$ cat config.mk
export PLATFORM = sky130hd
export DESIGN_NAME = y_demux2_buf_flat
export DESIGN_NICKNAME = d
export VERILOG_FILES = /design/src/rtl/y_demux2_buf_if.sv /design/src/rtl/y_demux2_buf.sv /design/src/flat_wrapper.sv
export SDC_FILE = /design/constraint.sdc
export NUM_CORES = 1
export LEC_CHECK = 0
export ABC_AREA = 1
export BUFFER_PORTS_ARGS = -buffer_cell sky130_fd_sc_hd__buf_2
export CAP_MARGIN = 25
export CELL_PAD_IN_SITES_DETAIL_PLACEMENT = 1
export CELL_PAD_IN_SITES_GLOBAL_PLACEMENT = 2
export CORE_ASPECT_RATIO = 0.8
export CORE_MARGIN = 3
export CORE_UTILIZATION = 34
export DETAILED_ROUTE_END_ITERATION = 6
export PLACE_DENSITY_LB_ADDON = 0.1
export SYNTH_ARGS = -nofsm -noshare
export SYNTH_HDL_FRONTEND = slang
export SYNTH_SLANG_ARGS = --single-unit
$ cat constraint.sdc
create_clock -name clk -period 4.1 [get_ports clk]
set_clock_uncertainty 0.2 [all_clocks]
set_input_delay 0.615 -clock clk [delete_from_list [all_inputs] [get_ports clk]]
set_output_delay 0.615 -clock clk [all_outputs]
set_load 0.02 [all_outputs]
$ cat src/rtl/y_demux2_buf_if.sv
`default_nettype none
// +----------------------------------------------------------------------+
// | y_demux2_buf_if : input stream + two output streams of y_demux2_buf   |
// | Rev 1.0                                                              |
// +----------------------------------------------------------------------+

interface y_demux2_buf_if #(
  parameter int W = 2
);
  logic         in_valid;
  logic         in_ready;
  logic         in_sel;
  logic [W-1:0] in_data;

  logic         out0_valid;
  logic         out0_ready;
  logic [W-1:0] out0_data;

  logic         out1_valid;
  logic         out1_ready;
  logic [W-1:0] out1_data;

  modport master (
    output in_valid, in_sel, in_data, out0_ready, out1_ready,
    input  in_ready, out0_valid, out0_data, out1_valid, out1_data
  );

  modport slave (
    input  in_valid, in_sel, in_data, out0_ready, out1_ready,
    output in_ready, out0_valid, out0_data, out1_valid, out1_data
  );
endinterface

`default_nettype wire

$ cat src/rtl/y_demux2_buf.sv
`default_nettype none
// +----------------------------------------------------------------------+
// | y_demux2_buf : 1-to-2 demux routing by in_sel into two private FIFOs  |
// | Optional pop counters cnt0/cnt1 with macro Y_DEMUX_CNT_EN. Rev 1.0    |
// +----------------------------------------------------------------------+

module y_demux2_buf #(
  parameter int W     = 2,
  parameter int DEPTH = 2
) (
  input  logic           clk,
  input  logic           rstn,
  y_demux2_buf_if.slave  bus
`ifdef Y_DEMUX_CNT_EN
  ,
  output logic [7:0]     cnt0,
  output logic [7:0]     cnt1
`endif
);

  localparam int AW = $clog2(DEPTH);

  // Pointers carry one extra MSB so full and empty are distinguishable.
  logic [1:0][AW:0] r_wptr;
  logic [1:0][AW:0] r_rptr;
  logic [W-1:0]     r_mem [2][DEPTH];

  logic [1:0]       w_full;
  logic [1:0]       w_empty;
  logic [1:0]       w_push;
  logic [1:0]       w_pop;
  logic [W-1:0]     w_head [2];
  logic             w_in_ready;

  always_comb begin
    w_full    = '0;
    w_empty   = '0;
    w_head[0] = '0;
    w_head[1] = '0;
    for (int n = 0; n < 2; n++) begin
      w_empty[n] = (r_wptr[n] == r_rptr[n]);
      w_full[n]  = (r_wptr[n][AW] != r_rptr[n][AW]) &&
                   (r_wptr[n][AW-1:0] == r_rptr[n][AW-1:0]);
      w_head[n]  = w_empty[n] ? '0 : r_mem[n][r_rptr[n][AW-1:0]];
    end
  end

  // Readiness depends only on in_sel and stored occupancy, never on outN_ready.
  assign w_in_ready = ~w_full[bus.in_sel];

  assign w_push[0] = bus.in_valid & w_in_ready & ~bus.in_sel;
  assign w_push[1] = bus.in_valid & w_in_ready &  bus.in_sel;
  assign w_pop[0]  = ~w_empty[0] & bus.out0_ready;
  assign w_pop[1]  = ~w_empty[1] & bus.out1_ready;

  always_ff @(posedge clk or negedge rstn) begin
    if (!rstn) begin
      r_wptr <= '0;
      r_rptr <= '0;
    end else begin
      for (int n = 0; n < 2; n++) begin
        if (w_push[n]) r_wptr[n] <= r_wptr[n] + (AW+1)'(1);
        if (w_pop[n])  r_rptr[n] <= r_rptr[n] + (AW+1)'(1);
      end
    end
  end

  always_ff @(posedge clk) begin
    for (int n = 0; n < 2; n++) begin
      if (w_push[n]) r_mem[n][r_wptr[n][AW-1:0]] <= bus.in_data;
    end
  end

  assign bus.in_ready   = w_in_ready;
  assign bus.out0_valid = ~w_empty[0];
  assign bus.out0_data  = w_head[0];
  assign bus.out1_valid = ~w_empty[1];
  assign bus.out1_data  = w_head[1];

`ifdef Y_DEMUX_CNT_EN
  always_ff @(posedge clk or negedge rstn) begin
    if (!rstn) begin
      cnt0 <= 8'd0;
      cnt1 <= 8'd0;
    end else begin
      if (w_pop[0]) cnt0 <= cnt0 + 8'd1;
      if (w_pop[1]) cnt1 <= cnt1 + 8'd1;
    end
  end
`endif

endmodule

`default_nettype wire

$ cat src/flat_wrapper.sv
// flat-port wrapper written by rule: the top's interface ports become plain ports
module y_demux2_buf_flat 
#(
  parameter int W     = 2,
  parameter int DEPTH = 2
)
  (clk, rstn, bus_in_valid, bus_in_sel, bus_in_data, bus_out0_ready, bus_out1_ready, bus_in_ready, bus_out0_valid, bus_out0_data, bus_out1_valid, bus_out1_data);
  y_demux2_buf_if #(.W(W)) bus_i ();
  input  logic clk;
  input  logic rstn;
  input wire logic [$bits(bus_i.in_valid)-1:0] bus_in_valid;
  input wire logic [$bits(bus_i.in_sel)-1:0] bus_in_sel;
  input wire logic [$bits(bus_i.in_data)-1:0] bus_in_data;
  input wire logic [$bits(bus_i.out0_ready)-1:0] bus_out0_ready;
  input wire logic [$bits(bus_i.out1_ready)-1:0] bus_out1_ready;
  output wire logic [$bits(bus_i.in_ready)-1:0] bus_in_ready;
  output wire logic [$bits(bus_i.out0_valid)-1:0] bus_out0_valid;
  output wire logic [$bits(bus_i.out0_data)-1:0] bus_out0_data;
  output wire logic [$bits(bus_i.out1_valid)-1:0] bus_out1_valid;
  output wire logic [$bits(bus_i.out1_data)-1:0] bus_out1_data;
  assign bus_i.in_valid = bus_in_valid;
  assign bus_i.in_sel = bus_in_sel;
  assign bus_i.in_data = bus_in_data;
  assign bus_i.out0_ready = bus_out0_ready;
  assign bus_i.out1_ready = bus_out1_ready;
  assign bus_in_ready = bus_i.in_ready;
  assign bus_out0_valid = bus_i.out0_valid;
  assign bus_out0_data = bus_i.out0_data;
  assign bus_out1_valid = bus_i.out1_valid;
  assign bus_out1_data = bus_i.out1_data;
  y_demux2_buf #(.W(W), .DEPTH(DEPTH)) u_core (.clk(clk), .rstn(rstn), .bus(bus_i));
endmodule
==> impl_metrics.json <==
{
  "status": "complete, no violations",
  "critical_path.n_buffers_inverters": 3,
  "n_antenna_cell": 0,
  "clock_tree.buffer_depth": 2,
  "timing.reg2reg.worst_path_depth": 8,
  "yosysUniqueCellTypes": 18,
  "hp-class": "reg -> reg",
  "cts_sinks": 16,
  "core_area_um2": 2210,
  "reg2reg_setup_slack_ns": 2.48,
  "finalCriticalPeriod_ns": 2.23,
  "drt-total-wl_um": 1620,
  "timing.critical_path.to_type": "output pin",
  "clockRootBuffer": "sky130_fd_sc_hd__clkbuf_4",
  "clkLatencyLatePin_ns": 0.28,
  "share_clk_of_total_power": 0.113,
  "slowest_delay_ns": 0.44,
  "die-width_um": 60.7,
  "finalCritPeriodShare": 0.545,
  "synth_nets": 99,
  "post_synth_instance_area_um2": 815,
  "switching_share": 0.484,
  "worst_slew_margin_rel": 0.818,
  "totalNegativeSetupSlack_ns": 0,
  "worstHoldEndpoint": "u_core.r_wptr[3]",
  "yosys_register_bits": 16,
  "cts_resized": 0,
  "power_leakage_nw": 0.487,
  "timing.hold.ws_ns": 0.335,
  "dr_total_vias": 631,
  "floorplan.initialDensity": 0.368,
  "syn_inst": 91,
  "post_route_cells_drive_above_1_share": 0.300,
  "r2r_end": "u_core.r_mem[0][2]",
  "gr-total-overflow": 0,
  "synth_warnings": 0,
  "critPathRequiredTime_ns": 3.28,
  "critPathMaxFanout": 5,
  "die_height_um": 49.8,
  "grt_max_degree": 10,
  "cap_violations": 0,
  "timing.setup.critical_path_class": "reg -> out",
  "cts_inserted_buffers": 3,
  "post_drt_wl_per_cell_um": 12.0,
  "critPathTopFamily": "flip-flops",
  "dr.first_iter.drc_count": 20,
  "critPathSlowestCell": "sky130_fd_sc_hd__dfrtp_1",
  "first_global_vias": 609,
  "ctsHoldBuffers": 1,
  "rsz0062_at_grt": "no",
  "postCtsSetupBuffers": 0,
  "timing_worst_slew_pin_value_ns": 0.272,
  "boundaryPins": 15,
  "ys_seq_area_frac": 0.541,
  "fp-row-count": 15,
  "drt_pre_antenna_iters": 4,
  "ctsHtreeMaxLevel": 1,
  "global_route.usage.total": 0.129,
  "power.density_cell_area_nw_per_um2": 780,
  "timing.critical_path.cells": "inv_2 -> nand2_1 -> nand2_2 -> nand3_2 -> inv_1 -> a21oi_1 -> buf_2",
  "port-buffer-count": 14,
  "die_area_um2": 3020,
  "vdd_drop_max_mv": 0.226,
  "drc_errors": 0,
  "final_max_slew_viol_count": 0,
  "worstHoldPathCells": 2,
  "total_switching_power_mw": 0.359,
  "p_int_mw": 0.384,
  "areaGrowthSynthToFinish_pct": 16.9,
  "seqPwrFrac": 0.361,
  "clock.fmax_ghz": 0.448,
  "dp_hpwl_um": 1330,
  "path_clk_slew_ns": 0.09,
  "antenna_found_initial": 0,
  "weighted_congestion_at_the_end_of_routability_driven_global_placement": 0.749,
  "grt_first_pass_wirelength_um": 2770,
  "avgSynthCellArea_um2": 8.95,
  "timing.final.setup_violations": 0,
  "cts_tree": "done",
  "num-nets-final": 119,
  "via_cell_ratio": 4.67,
  "power.share.combinational": 0.526,
  "antenna_left": 0,
  "arrival_ns": 1.42,
  "worst_setup_path_start_kind": "register",
  "r2r_path_start": "u_core.r_rptr[2]",
  "hold_viol": 0,
  "hp-start": "u_core.r_wptr[3]"
}
[power groups by stage]
stage | Clock (mW) | Sequential, mW | Combinational, mW
finish | 0.0836 | 0.268 | 0.391
global route | 0.0967 | 0.276 | 0.444
CTS | 0.0882 | 0.269 | 0.397
detailed placement | 0 | 0.272 | 0.394
global placement | 0 | 0.271 | 0.389
floorplan | 0 | 0.260 | 0.300
[routing by layer]
layer,track usage,share of wire
met4,0.0433,0.010
met3,0.0497,0.053
met2,0.178,0.39
met5,0,0
met1,0.181,0.55
[synth_stat cells]
master	instances	share of area
sky130_fd_sc_hd__a21oi_1	6	0.037
sky130_fd_sc_hd__dfrtp_1	8	0.25
sky130_fd_sc_hd__edfxtp_1	8	0.29
sky130_fd_sc_hd__inv_1	9	0.041
sky130_fd_sc_hd__inv_2	4	0.018
sky130_fd_sc_hd__nand2_1	33	0.15
sky130_fd_sc_hd__nand2_2	4	0.031
sky130_fd_sc_hd__nand2_4	2	0.028
sky130_fd_sc_hd__nand3_2	1	0.012
sky130_fd_sc_hd__nand3_4	1	0.022
sky130_fd_sc_hd__nand4_1	1	0.0077
sky130_fd_sc_hd__nand4_2	1	0.015
sky130_fd_sc_hd__nor2_1	4	0.018
sky130_fd_sc_hd__nor2_2	3	0.023
sky130_fd_sc_hd__o211ai_1	1	0.0092
sky130_fd_sc_hd__o21ai_0	1	0.0061
sky130_fd_sc_hd__o21ai_1	1	0.0061
sky130_fd_sc_hd__xor2_1	3	0.032
[per-stage QoR]
stage | area, um2 | util | worst slack [ns] | total power [mW] | std cells
after floorplan | 815 | - | 2.13 | 0.560 | 91
after global placement | 916 | 0.414 | 2.13 | 0.660 | 130
after detailed placement | 916 | 0.414 | 2.09 | 0.666 | 130
after CTS | 952 | 0.430 | 1.86 | 0.754 | 135
after global routing | 952 | 0.430 | 1.69 | 0.817 | 135
final | 952 | 0.430 | 1.87 | 0.743 | 135
[sequential cells by signal (all words and copies together), names as in the netlist]
name,cells
u_core.r_rptr,4
u_core.r_wptr,4
u_core.r_mem,8
[layout make-up]
type	count	area, um2
Inverter	13	48.8
Clock inverter	1	3.75
Timing Repair Buffer	15	80.1
Multi-Input combinational cell	62	325
Clock buffer	3	22.5
Tap cell	25	31.3
Sequential cell	16	440
Fill cell	287	1260
[cells by family after synthesis]
group,synth area share
buffers and inverters,0.0599
flip-flops,0.541
XOR/XNOR,0.0323
AND/OR/NAND/NOR,0.309
AO/OA/AOI/OAI,0.0584
[cells in the final DEF, fill, tap and decap left out]
cell,n
sky130_fd_sc_hd__a21oi_1,6
sky130_fd_sc_hd__xor2_1,3
sky130_fd_sc_hd__nand2_1,33
sky130_fd_sc_hd__inv_1,9
sky130_fd_sc_hd__nor2_1,4
sky130_fd_sc_hd__nand4_1,1
sky130_fd_sc_hd__nand3_2,1
sky130_fd_sc_hd__edfxtp_1,8
sky130_fd_sc_hd__nand2_4,2
sky130_fd_sc_hd__o21ai_1,1
sky130_fd_sc_hd__nand4_2,1
sky130_fd_sc_hd__nand2_2,4
sky130_fd_sc_hd__o21ai_0,1
sky130_fd_sc_hd__o211ai_1,1
sky130_fd_sc_hd__nor2_2,3
sky130_fd_sc_hd__inv_2,4
sky130_fd_sc_hd__clkinv_1,1
sky130_fd_sc_hd__nand3_4,1
sky130_fd_sc_hd__clkbuf_4,3
sky130_fd_sc_hd__dlygate4sd3_1,1
sky130_fd_sc_hd__dfrtp_1,8
sky130_fd_sc_hd__buf_2,14
[worst min-delay path, delay by kind of cell (launching register included)]
family             cells  cell delay [ns]
AOI/OAI and AO/OA      1             0.07
DFF                    1             0.38
and+or+nand+nor        1             0.05
[worst max-delay path by stage]
stage,startpoint,end,slack [ns],cells after the start
after floorplan,u_core.r_rptr[2],bus_out1_data[0],2.13,6
after detailed placement,bus_in_sel,bus_in_ready,2.09,5
final,u_core.r_rptr[2],bus_out1_data[1],1.87,7
after global placement,bus_in_sel,bus_in_ready,2.13,5
after CTS,u_core.r_rptr[2],bus_out1_data[1],1.86,7
after global routing,u_core.r_rptr[0],bus_out0_data[0],1.69,7
Note: power is estimated with default switching activity, not from simulation.
